==> config.mk <==
export PLATFORM = sky130hd
export DESIGN_NAME = result_collector
export DESIGN_NICKNAME = d
export VERILOG_FILES = /design/src/rtl/result_collector.sv
export SDC_FILE = /design/constraint.sdc
export NUM_CORES = 1
export LEC_CHECK = 0
export ABC_AREA = 1
export CORE_MARGIN = 2
export CORE_UTILIZATION = 40
export CTS_CLUSTER_DIAMETER = 40
export CTS_CLUSTER_SIZE = 12
export DETAILED_ROUTE_END_ITERATION = 16
export PLACE_DENSITY_LB_ADDON = 0.05
export RECOVER_POWER = 50
export REMOVE_ABC_BUFFERS = 1
export SYNTH_ARGS = -nofsm -noshare
export SYNTH_HDL_FRONTEND = slang
export SYNTH_SLANG_ARGS = --single-unit
==> constraint.sdc <==
create_clock -name clk -period 5.6 [get_ports clk]
set_input_delay 1.12 -clock clk [delete_from_list [all_inputs] [get_ports clk]]
set_output_delay 1.12 -clock clk [all_outputs]
set_load 0.05 [all_outputs]
==> src/rtl/result_collector.sv <==
// Collects one frame of DIM*DIM complex accumulator results, tags each with its
// row-major matrix position and buffers them in a small FIFO for a ready/valid consumer.
module result_collector #(
  parameter int unsigned ANCHO_PALABRA = 32,
  parameter int unsigned DIM           = 32,
  parameter int unsigned FIFO_DEPTH    = 8
) (
  input  logic                       clk,
  input  logic                       rst,
  input  logic                       start,
  input  logic                       flag,
  input  logic [ANCHO_PALABRA-1:0]   accR,
  input  logic [ANCHO_PALABRA-1:0]   accI,
  input  logic                       out_ready,
  output logic                       out_valid,
  output logic [ANCHO_PALABRA-1:0]   out_real,
  output logic [ANCHO_PALABRA-1:0]   out_imag,
  output logic [$clog2(DIM)-1:0]     out_row,
  output logic [$clog2(DIM)-1:0]     out_col,
  output logic                       busy,
  output logic                       done,
  output logic                       overflow
);

  localparam int unsigned RW = $clog2(DIM);
  localparam int unsigned PW = $clog2(FIFO_DEPTH);
  localparam int unsigned CW = PW + 1;
  localparam int unsigned EW = 2 * RW + 2 * ANCHO_PALABRA;

  localparam logic [RW-1:0] LAST_POS = RW'(DIM - 1);
  localparam logic [CW-1:0] FULL_CNT = CW'(FIFO_DEPTH);

  localparam logic [1:0] IDLE    = 2'd0;
  localparam logic [1:0] COLLECT = 2'd1;
  localparam logic [1:0] DRAIN   = 2'd2;
  localparam logic [1:0] DONE    = 2'd3;

  logic [1:0]    state_q, state_d;
  logic          flag_q;
  logic [RW-1:0] row_q, col_q;
  logic [PW-1:0] wr_ptr_q, rd_ptr_q;
  logic [CW-1:0] count_q;
  logic          overflow_q;

  logic [EW-1:0] mem [FIFO_DEPTH];

  logic                     capture, full, empty, pop, push, drop, restart, last_pos;
  logic [RW-1:0]            head_row, head_col;
  logic [ANCHO_PALABRA-1:0] head_re, head_im;

  assign capture  = (state_q == COLLECT) && flag && !flag_q;
  assign full     = (count_q == FULL_CNT);
  assign empty    = (count_q == '0);
  assign pop      = !empty && out_ready;
  // A full FIFO still accepts a push when the head leaves in the same cycle.
  assign push     = capture && (!full || pop);
  assign drop     = capture && full && !pop;
  assign restart  = start && ((state_q == IDLE) || (state_q == DONE));
  assign last_pos = (row_q == LAST_POS) && (col_q == LAST_POS);

  always_comb begin
    state_d = state_q;
    case (state_q)
      IDLE, DONE: if (start) state_d = COLLECT;
      COLLECT:    if (capture && last_pos) state_d = DRAIN;
      DRAIN:      if (empty) state_d = DONE;
      default:    state_d = IDLE;
    endcase
  end

  always_ff @(posedge clk or posedge rst) begin
    if (rst) begin
      state_q    <= IDLE;
      flag_q     <= 1'b0;
      row_q      <= '0;
      col_q      <= '0;
      wr_ptr_q   <= '0;
      rd_ptr_q   <= '0;
      count_q    <= '0;
      overflow_q <= 1'b0;
    end else begin
      state_q <= state_d;
      flag_q  <= flag;
      if (restart) begin
        row_q      <= '0;
        col_q      <= '0;
        wr_ptr_q   <= '0;
        rd_ptr_q   <= '0;
        count_q    <= '0;
        overflow_q <= 1'b0;
      end else begin
        if (push) wr_ptr_q <= wr_ptr_q + PW'(1);
        if (pop)  rd_ptr_q <= rd_ptr_q + PW'(1);
        case ({push, pop})
          2'b10:   count_q <= count_q + CW'(1);
          2'b01:   count_q <= count_q - CW'(1);
          default: count_q <= count_q;
        endcase
        // Position advances on every capture, including dropped ones.
        if (capture) begin
          if (col_q == LAST_POS) begin
            col_q <= '0;
            row_q <= (row_q == LAST_POS) ? '0 : row_q + RW'(1);
          end else begin
            col_q <= col_q + RW'(1);
          end
        end
        if (drop) overflow_q <= 1'b1;
      end
    end
  end

  always_ff @(posedge clk) begin
    if (push) mem[wr_ptr_q] <= {row_q, col_q, accR, accI};
  end

  assign {head_row, head_col, head_re, head_im} = mem[rd_ptr_q];

  // Data outputs are gated so reset and empty states read as zero.
  assign out_valid = !empty;
  assign out_real  = out_valid ? head_re  : '0;
  assign out_imag  = out_valid ? head_im  : '0;
  assign out_row   = out_valid ? head_row : '0;
  assign out_col   = out_valid ? head_col : '0;
  assign busy      = (state_q == COLLECT) || (state_q == DRAIN);
  assign done      = (state_q == DONE);
  assign overflow  = overflow_q;

endmodule

==> results.ini, run 1 <==
[status]
outcome=finished with violations
violations=capacitance limit, slew limit

[setup_path]
crit_family=buffers and inverters
worst-endpoint-arrival_ns=4.03
critPathKind=reg2out
slowest_delay_ns=0.87
crit_required_ns=4.48
start_kind=register
cpMaxStageDelayCell=clkdlybuf4s50_1
path_max_fanout=109
worst_path_most_repeated_cell=nor2_1
path_buf_inv=3
cp-end-kind=output port
crit_chain=inv_8 > buf_12 > nor2_1 > o32ai_1 > o21ai_1 > nor2_1 > clkdlybuf4s50_1

[cells_and_area]
finish.utilization=0.498
num-nets-final=2098
area_delta_synth_final_pct=23.1
fillers=5209
diodes=0
fin_area_um2=30100
drive_above_1_share=0.0995

[clocking]
cts_buffers=96
clock_path_buffers=3
cts_tree=done
cts-root-buf=clkbuf_16
cts.sinks=616
clock_latency_ns=0.62
h-tree-depth=3
postCtsHoldBufs=0
cts_resized=0
clkTransAtPathRegs_ns=0.05
postCtsSetupRepairBufs=0

[sta]
rsz0062_at_grt=false
hold_viol_final=0
timing.final.crit_share=0.919
slew_headroom=-0.0383
skew_ns=0.0137
maxSlewViolCount=13
min_period_ns=5.15
setup_ws_ns=0.453
tightest_slew_ns=1.55
setup_violations=0
fmax_ghz=0.194

[floorplanning]
die_y_um=251
initial_core_util=0.405
die-width_um=251
io_pins=147
coreArea_um2=60500
die-area_um2=63200
core.rowCount=90

[synth]
synth_top_area_share=0.727
synth_edf_count=592
synth-seq-area-share=0.751
synthArstFlopShare=0.0390
ys_top_cells_by_area=edfxtp_1 (73%), nor2_1 (9.5%), o32ai_1 (5.3%), o21ai_0 (4.4%), dfrtp_1 (2.5%)
synth_top_cell_by_area=edfxtp_1
synth_area_um2=24500
synthCells=1862
yosys_warnings=0
synth-seq-cells=616
synth.most_common_cell=nor2_1
syn_area_per_cell_um2=13.1
synthFlopType=edfxtp_1
synth_top_cells_by_count=nor2_1 (621), edfxtp_1 (592), o21ai_0 (213), o32ai_1 (148), clkbuf_1 (65)
yosysUniqueCellTypes=31

[placed_design]
place_ws_ns=1.11
place_congestion=0.723
port_buffers=146
dp_hpwl_um=29400
placed_cell_area_um2=26800

[detailed_routing]
wirelength_um=60300
via_count=15343
drt-initial-drc-count=1015
via_per_inst=5.32
dr.pass1.iters=5
wl_per_cell_um=20.9
drc_errors=0
postRouteAntennaNets=0

[global_route]
grt_usage=0.193
antenna_found_initial=5
grt_pass1_vias=15451
grt_start_max_net_pins=169
grt-ovfl-total=0
grt_first_pass_wirelength_um=92800

[flow_run]
cap_viol_max_count=1

[hold_path]
hp-class=reg2reg

[power_and_ir_drop]
p_leak_nw=10.1
powerDensity_nw_per_um2=617
ir_drop_mv=0.452

==> cell families after synthesis <==
family,Yosys count,synth area share
AO/OA/AOI/OAI,398,0.104
XOR/XNOR,2,0.000716
adder cells (fa/ha/maj),11,0.00562
buffers and inverters,155,0.0326
flip-flops,616,0.751
AND/OR/NAND/NOR,680,0.105
==> power by group <==
part | internal (mW) | switching, mW | total [mW]
clock | 4.02 | 2.16 | 6.18
sequential | 5.26 | 0.319 | 5.58
combinational | 2.08 | 4.76 | 6.84
total | 11.4 | 7.23 | 18.6
==> cell usage in the layout, fill, tap and decap left out, types with 22 or more instances in the layout <==
master	netlist	final
nor2_1	621	616
dlygate4sd3_1	0	67
edfxtp_1	592	592
clkdlybuf4s50_1	0	79
o21ai_0	213	214
inv_1	29	29
o32ai_1	148	148
clkbuf_16	0	101
nand2_1	43	43
o21ai_1	23	22
==> sequential cells by signal, summed over array words and instances, names as in the netlist <==
| signal | flops |
|---|---|
| mem | 592 |
| overflow | 1 |
| state_q | 2 |
| col_q | 5 |
| flag_q | 1 |
| rd_ptr_q | 3 |
| wr_ptr_q | 3 |
| row_q | 5 |
| count_q | 4 |
==> worst paths after layout <==
kind	start	end	slack, ns	cells after the start
setup / recovery	rd_ptr_q[0]	out_col[0]	0.45	7
hold / removal	overflow	overflow	0.50	2
setup reg to reg	state_q[1]	mem[2][59]	2.04	9
hold reg to reg	overflow	overflow	0.50	2
max in group asynchronous	rst	rd_ptr_q[1]	3.71	2
min in group asynchronous	rst	overflow	1.17	2
==> worst register-to-register path, cell delays in order, from the launching register on <==
cell and delay, ns:
dfrtp_1 0.39, inv_1 0.09, ha_1 0.19, nand2_1 0.07, nor2_1 0.20, nand2_1 0.15
inv_1 0.14, nand2_1 0.21, nor2_1 1.21, buf_12 0.48
==> stage by stage <==
| stage | power [mW] | TNS (ns) | hold slack (ns) | cells |
|---|---|---|---|---|
| final | 18.6 | 0 | 0.504 | 2882 |
| after global placement | 12.6 | 0 | 0.507 | 2702 |
| after floorplan | 10.1 | -271.31 | 0.487 | 1739 |
| after CTS | 18.8 | 0 | 0.512 | 2882 |
| after detailed placement | 12.6 | 0 | 0.495 | 2702 |
| after global routing | 19.5 | 0 | 0.547 | 2882 |
==> per-layer routing <==
metal  global-route usage  share of wire  vias to the layer above
met3               0.0329          0.041                       92
met1                0.264           0.46                     7749
met4               0.0580          0.019                        2
li1                     -              -                     7194
met5                    0        0.00022                        -
met2                0.316           0.48                      306
==> area by class of cell <==
type                       instances  area (um2)  share of cell area
tap                              782         978              0.0325
multi-input combinational       1091        5330               0.177
clock inverter                    68         817              0.0271
inverter                          32         128             0.00424
sequential                       616       18400               0.610
timing repair buffer             181        1900              0.0630
clock buffer                     112        2590              0.0859
Note: power is estimated with default switching activity, not from simulation.
==> run 2: changes to the inputs <==
--- a/config.mk
+++ b/config.mk
@@ -6,11 +6,14 @@
 export NUM_CORES = 1
 export LEC_CHECK = 0
 export ABC_AREA = 1
+export CELL_PAD_IN_SITES_DETAIL_PLACEMENT = 0
+export CELL_PAD_IN_SITES_GLOBAL_PLACEMENT = 1
 export CORE_MARGIN = 2
 export CORE_UTILIZATION = 40
 export CTS_CLUSTER_DIAMETER = 40
 export CTS_CLUSTER_SIZE = 12
 export DETAILED_ROUTE_END_ITERATION = 16
+export GPL_ROUTABILITY_DRIVEN = 0
 export PLACE_DENSITY_LB_ADDON = 0.05
 export RECOVER_POWER = 50
 export REMOVE_ABC_BUFFERS = 1
==> run 2 against run 1 <==
Effect of this change: the flow now finishes without violations; largest cell class unchanged; worst setup slack improved by 0.24 ns; final area shrank 0.37%; routed wire length decreased by 0.22%; via count fell by 0.74%; clock skew increased by 0.012 ns; first-iteration DRC count down 18%; hold slack better by 0.022 ns; register-to-register slack better by 0.03 ns; power down 0.90%; die area is the same.
==> results.ini, run 2 (synthesized netlist as in run 1, its figures left out) <==
[floorplanning]
die-width_um=251
io_pins=147
coreArea_um2=60500
die_y_um=251
die-area_um2=63200
initial_core_util=0.405
core.rowCount=90

[setup_path]
slowest_delay_ns=0.86
crit_required_ns=4.48
crit_chain=buf_4 > nor2_1 > o32ai_1 > o21ai_0 > nor2_1 > clkdlybuf4s50_1
worst-endpoint-arrival_ns=3.78
start_kind=register
critPathKind=reg2out
reg2reg_slack_ns=2.07
path_max_fanout=62
worst_path_most_repeated_cell=nor2_1
cp-end-kind=output port
cpMaxStageDelayCell=clkdlybuf4s50_1

[cells_and_area]
layout.cells.non_filler=2887
fin_area_um2=30000
multiInputGateArea_um2=5330
seq_area_um2=18400
largest_reg_flops=592
num-nets-final=2100
fillers=5217
reg_top3=mem x592, col_q x5, row_q x5
area_delta_synth_final_pct=22.7
final_cell_mix=nor2_1 (616), edfxtp_1 (592), o21ai_0 (213), o32ai_1 (148), clkbuf_16 (99)
drive_above_1_share=0.100
top_register=mem
diodes=0
final_common_cell=nor2_1

[sta]
skew_ns=0.0257
setup_violations=0
rsz0062_at_grt=false
fin_tns_setup_ns=0
timing.final.crit_share=0.876
maxSlewViolCount=0
hold_viol_final=0
hold-worst-slack_ns=0.526
min_period_ns=4.90
fmax_ghz=0.204
slew_headroom=0.0360
tightest_slew_ns=1.45

[clocking]
cts_buffers=97
h-tree-depth=3
cts-root-buf=clkbuf_16
cts_resized=0
postCtsHoldBufs=0
clock_latency_ns=0.64
clock_path_buffers=3
cts.sinks=616
postCtsSetupRepairBufs=0
cts_tree=done
clkTransAtPathRegs_ns=0.05

[detailed_routing]
dr.pass1.iters=5
via_per_inst=5.28
wirelength_um=60100
drt-initial-drc-count=828
drc_errors=0
via_count=15229
postRouteAntennaNets=0
wl_per_cell_um=20.8

[global_route]
grt-ovfl-total=0
grt_usage=0.192
antenna_found_initial=8
grt_pass1_vias=15147
grt_first_pass_wirelength_um=91800
grt_start_max_net_pins=94

[placed_design]
placed_cell_area_um2=26700
dp.cells=2703
port_buffers=146
dp_hpwl_um=30300

[power_and_ir_drop]
p_leak_nw=10.1
powerDensity_nw_per_um2=614
ir_drop_mv=0.411
power_mw=18.4

[hold_path]
hp-class=reg2reg

[flow_run]
cap_viol_max_count=0

[status]
outcome=finished clean

[run 2: cell types whose count changed in the layout (fill, tap and decap cells not counted), sizes merged]
cell	delta
buf	-1
bufinv	-4
clkbuf	-4
clkinv	+6
clkinvlp	-4
inv	+12
[run 2: worst paths after layout]
path | from | endpoint | cells past startpoint
hold reg to reg | overflow | overflow | 2
min in group asynchronous | rst | count_q[0] | 2
hold / removal | overflow | overflow | 2
max in group asynchronous | rst | rd_ptr_q[1] | 2
setup / recovery | rd_ptr_q[0] | out_real[19] | 6
setup reg to reg | state_q[1] | mem[7][16] | 9
[run 2: per-stage QoR]
stage	worst slack [ns]	util
floorplan	-3.64	-
global placement	1.36	0.442
detailed placement	1.35	0.442
CTS	0.667	0.497
global route	0.484	0.496
finish	0.695	0.496
[run 2: report_power, final]
group	total (mW)	internal, mW	switching [mW]
clock	6.04	3.80	2.24
combinational	6.84	2.08	4.75
sequential	5.55	5.26	0.290
[run 2: metal layers]
layer,vias up,wire length (um),track usage
met3,90,2120,0.0309
li1,7204,-,-
met5,-,16,0
met1,7646,28400,0.269
met4,2,1040,0.0544
met2,287,28500,0.311
[run 2: final cells by class]
class / count / area share
sequential: 616 / 0.613
multi-input combinational: 1091 / 0.178
inverter: 32 / 0.00425
clock buffer: 106 / 0.0834
clock inverter: 78 / 0.0280
tap: 782 / 0.0326
timing repair buffer: 182 / 0.0616
[run 2: critical path: cells and delay by family (launching register included)]
family	cells	cell delay, ns
AND/OR/NAND/NOR	2	0.37
flip-flops	1	0.83
buffers and inverters	2	1.49
AO/OA/AOI/OAI	2	0.38
==> run 3: changes to the inputs <==
--- a/config.mk
+++ b/config.mk
@@ -11,7 +11,7 @@
 export CORE_MARGIN = 2
 export CORE_UTILIZATION = 40
 export CTS_CLUSTER_DIAMETER = 40
-export CTS_CLUSTER_SIZE = 12
+export CTS_CLUSTER_SIZE = 10
 export DETAILED_ROUTE_END_ITERATION = 16
 export GPL_ROUTABILITY_DRIVEN = 0
 export PLACE_DENSITY_LB_ADDON = 0.05
==> run 3 against run 2 <==
Effect of this change: clock power is 2% higher; final area is 0.19% higher; combinational power hardly changed; sequential share of layout area is 0.11 points lower; final cell count is 0.21% lower; clock skew is 0.0085 ns lower; critical endpoint is now out_real[17].
==> results.ini, run 3 (synthesized netlist as in run 1, its figures left out) <==
[status]
outcome=finished clean

[detailed_routing]
via_per_inst=5.29
drt-initial-drc-count=870
wirelength_um=60200
postRouteAntennaNets=0
via_count=15252
dr.pass1.iters=5
wl_per_cell_um=20.9
drc_errors=0

[placed_design]
port_buffers=146
dp_hpwl_um=30300
place_ws_ns=1.35

[floorplanning]
die-area_um2=63200
coreArea_um2=60500
core.rowCount=90
die_y_um=251
initial_core_util=0.405
io_pins=147
die-width_um=251

[sta]
min_period_ns=4.90
fmax_ghz=0.204
maxSlewViolCount=0
rsz0062_at_grt=false
slew_headroom=0.0381
setup_ws_ns=0.698
skew_ns=0.0171
tightest_slew_ns=1.44
setup_violations=0
timing.final.crit_share=0.875
hold_viol_final=0

[global_route]
antenna_found_initial=8
grt_first_pass_wirelength_um=91800
grt-ovfl-total=0
grt_pass1_vias=15061
grt_usage=0.192
grt_start_max_net_pins=94

[clocking]
h-tree-depth=3
cts_tree=done
clock_latency_ns=0.64
postCtsSetupRepairBufs=0
cts_resized=0
clkTransAtPathRegs_ns=0.05
postCtsHoldBufs=0
clock_path_buffers=3
cts-root-buf=clkbuf_16
cts.sinks=616
cts_buffers=98

[power_and_ir_drop]
powerDensity_nw_per_um2=617
ir_drop_mv=0.404
power_mw=18.6
p_leak_nw=10.1

[setup_path]
path_buf_inv=2
worst-endpoint-arrival_ns=3.78
cpMaxStageDelayCell=clkdlybuf4s50_1
timing.rr.start=state_q[1]
cp-end-kind=output port
crit_chain=buf_4 > nor2_1 > o32ai_1 > o21ai_0 > nor2_1 > clkdlybuf4s50_1
start_kind=register
startpoint=rd_ptr_q[0]
path_max_fanout=62
crit_required_ns=4.48
worst_path_most_repeated_cell=nor2_1
slowest_delay_ns=0.87
crit_family=buffers and inverters
critPathKind=reg2out

[cells_and_area]
reg_top3=mem x592, col_q x5, row_q x5
largest_reg_flops=592
drive_above_1_share=0.0944
num-nets-final=2101
area_delta_synth_final_pct=22.9
final_common_cell=nor2_1
top_register=mem
final_cell_mix=nor2_1 (616), edfxtp_1 (592), o21ai_0 (213), o32ai_1 (148), clkbuf_16 (98)

[hold_path]
worstHoldStart=overflow
hp-class=reg2reg

[flow_run]
cap_viol_max_count=0

==> run 3: worst paths after layout <==
kind,endpoint,cells after the start,slack (ns)
worst min-delay path,overflow,2,0.53
max in group asynchronous,rd_ptr_q[2],2,3.70
min in group asynchronous,wr_ptr_q[2],2,1.17
worst max-delay path,out_real[17],6,0.70
worst min register to register,overflow,2,0.53
worst max register to register,mem[7][62],9,2.10
==> run 3: stage by stage <==
stage / hold WS [ns] / utilization / area (um2) / setup TNS (ns) / instances
2_1_floorplan: 0.487 / - / 23800 / -271.31 / 1739
3_3_place_gp: 0.507 / 0.442 / 26700 / 0 / 2703
3_5_place_dp: 0.500 / 0.442 / 26700 / 0 / 2703
4_1_cts: 0.526 / 0.498 / 30100 / 0 / 2879
5_1_grt: 0.589 / 0.497 / 30100 / 0 / 2879
6_report: 0.526 / 0.497 / 30100 / 0 / 2881
==> run 3: cell type report <==
class	instances	area [um2]
Timing Repair Buffer	182	1850
Clock inverter	69	908
Antenna cell	2	5.00
Fill cell	5200	30400
Inverter	32	128
Clock buffer	107	2490
Tap cell	782	978
Sequential cell	616	18400
Multi-Input combinational cell	1091	5330
==> run 3: worst register-to-register path, delay by kind of cell, from the launching register on <==
kind                     cells  cell delay (ns)
adder cells (fa/ha/maj)      1             0.19
buffers and inverters        3             0.94
flip-flops                   1             0.39
AND/OR/NAND/NOR              5             1.57
==> run 3: report_power, final <==
part           switching, mW  total [mW]  internal (mW)  leakage, nW
Clock                   2.16        6.17           4.01         1.62
Combinational           4.76        6.84           2.08         2.81
Sequential             0.291        5.56           5.27         5.65
==> run 3: metal layers <==
layer / global-route usage / part of all wire / vias up
met5: 0 / 0.00027 / -
met4: 0.0502 / 0.019 / 2
met3: 0.0340 / 0.042 / 105
met2: 0.310 / 0.47 / 325
met1: 0.270 / 0.46 / 7622
li1: - / - / 7198
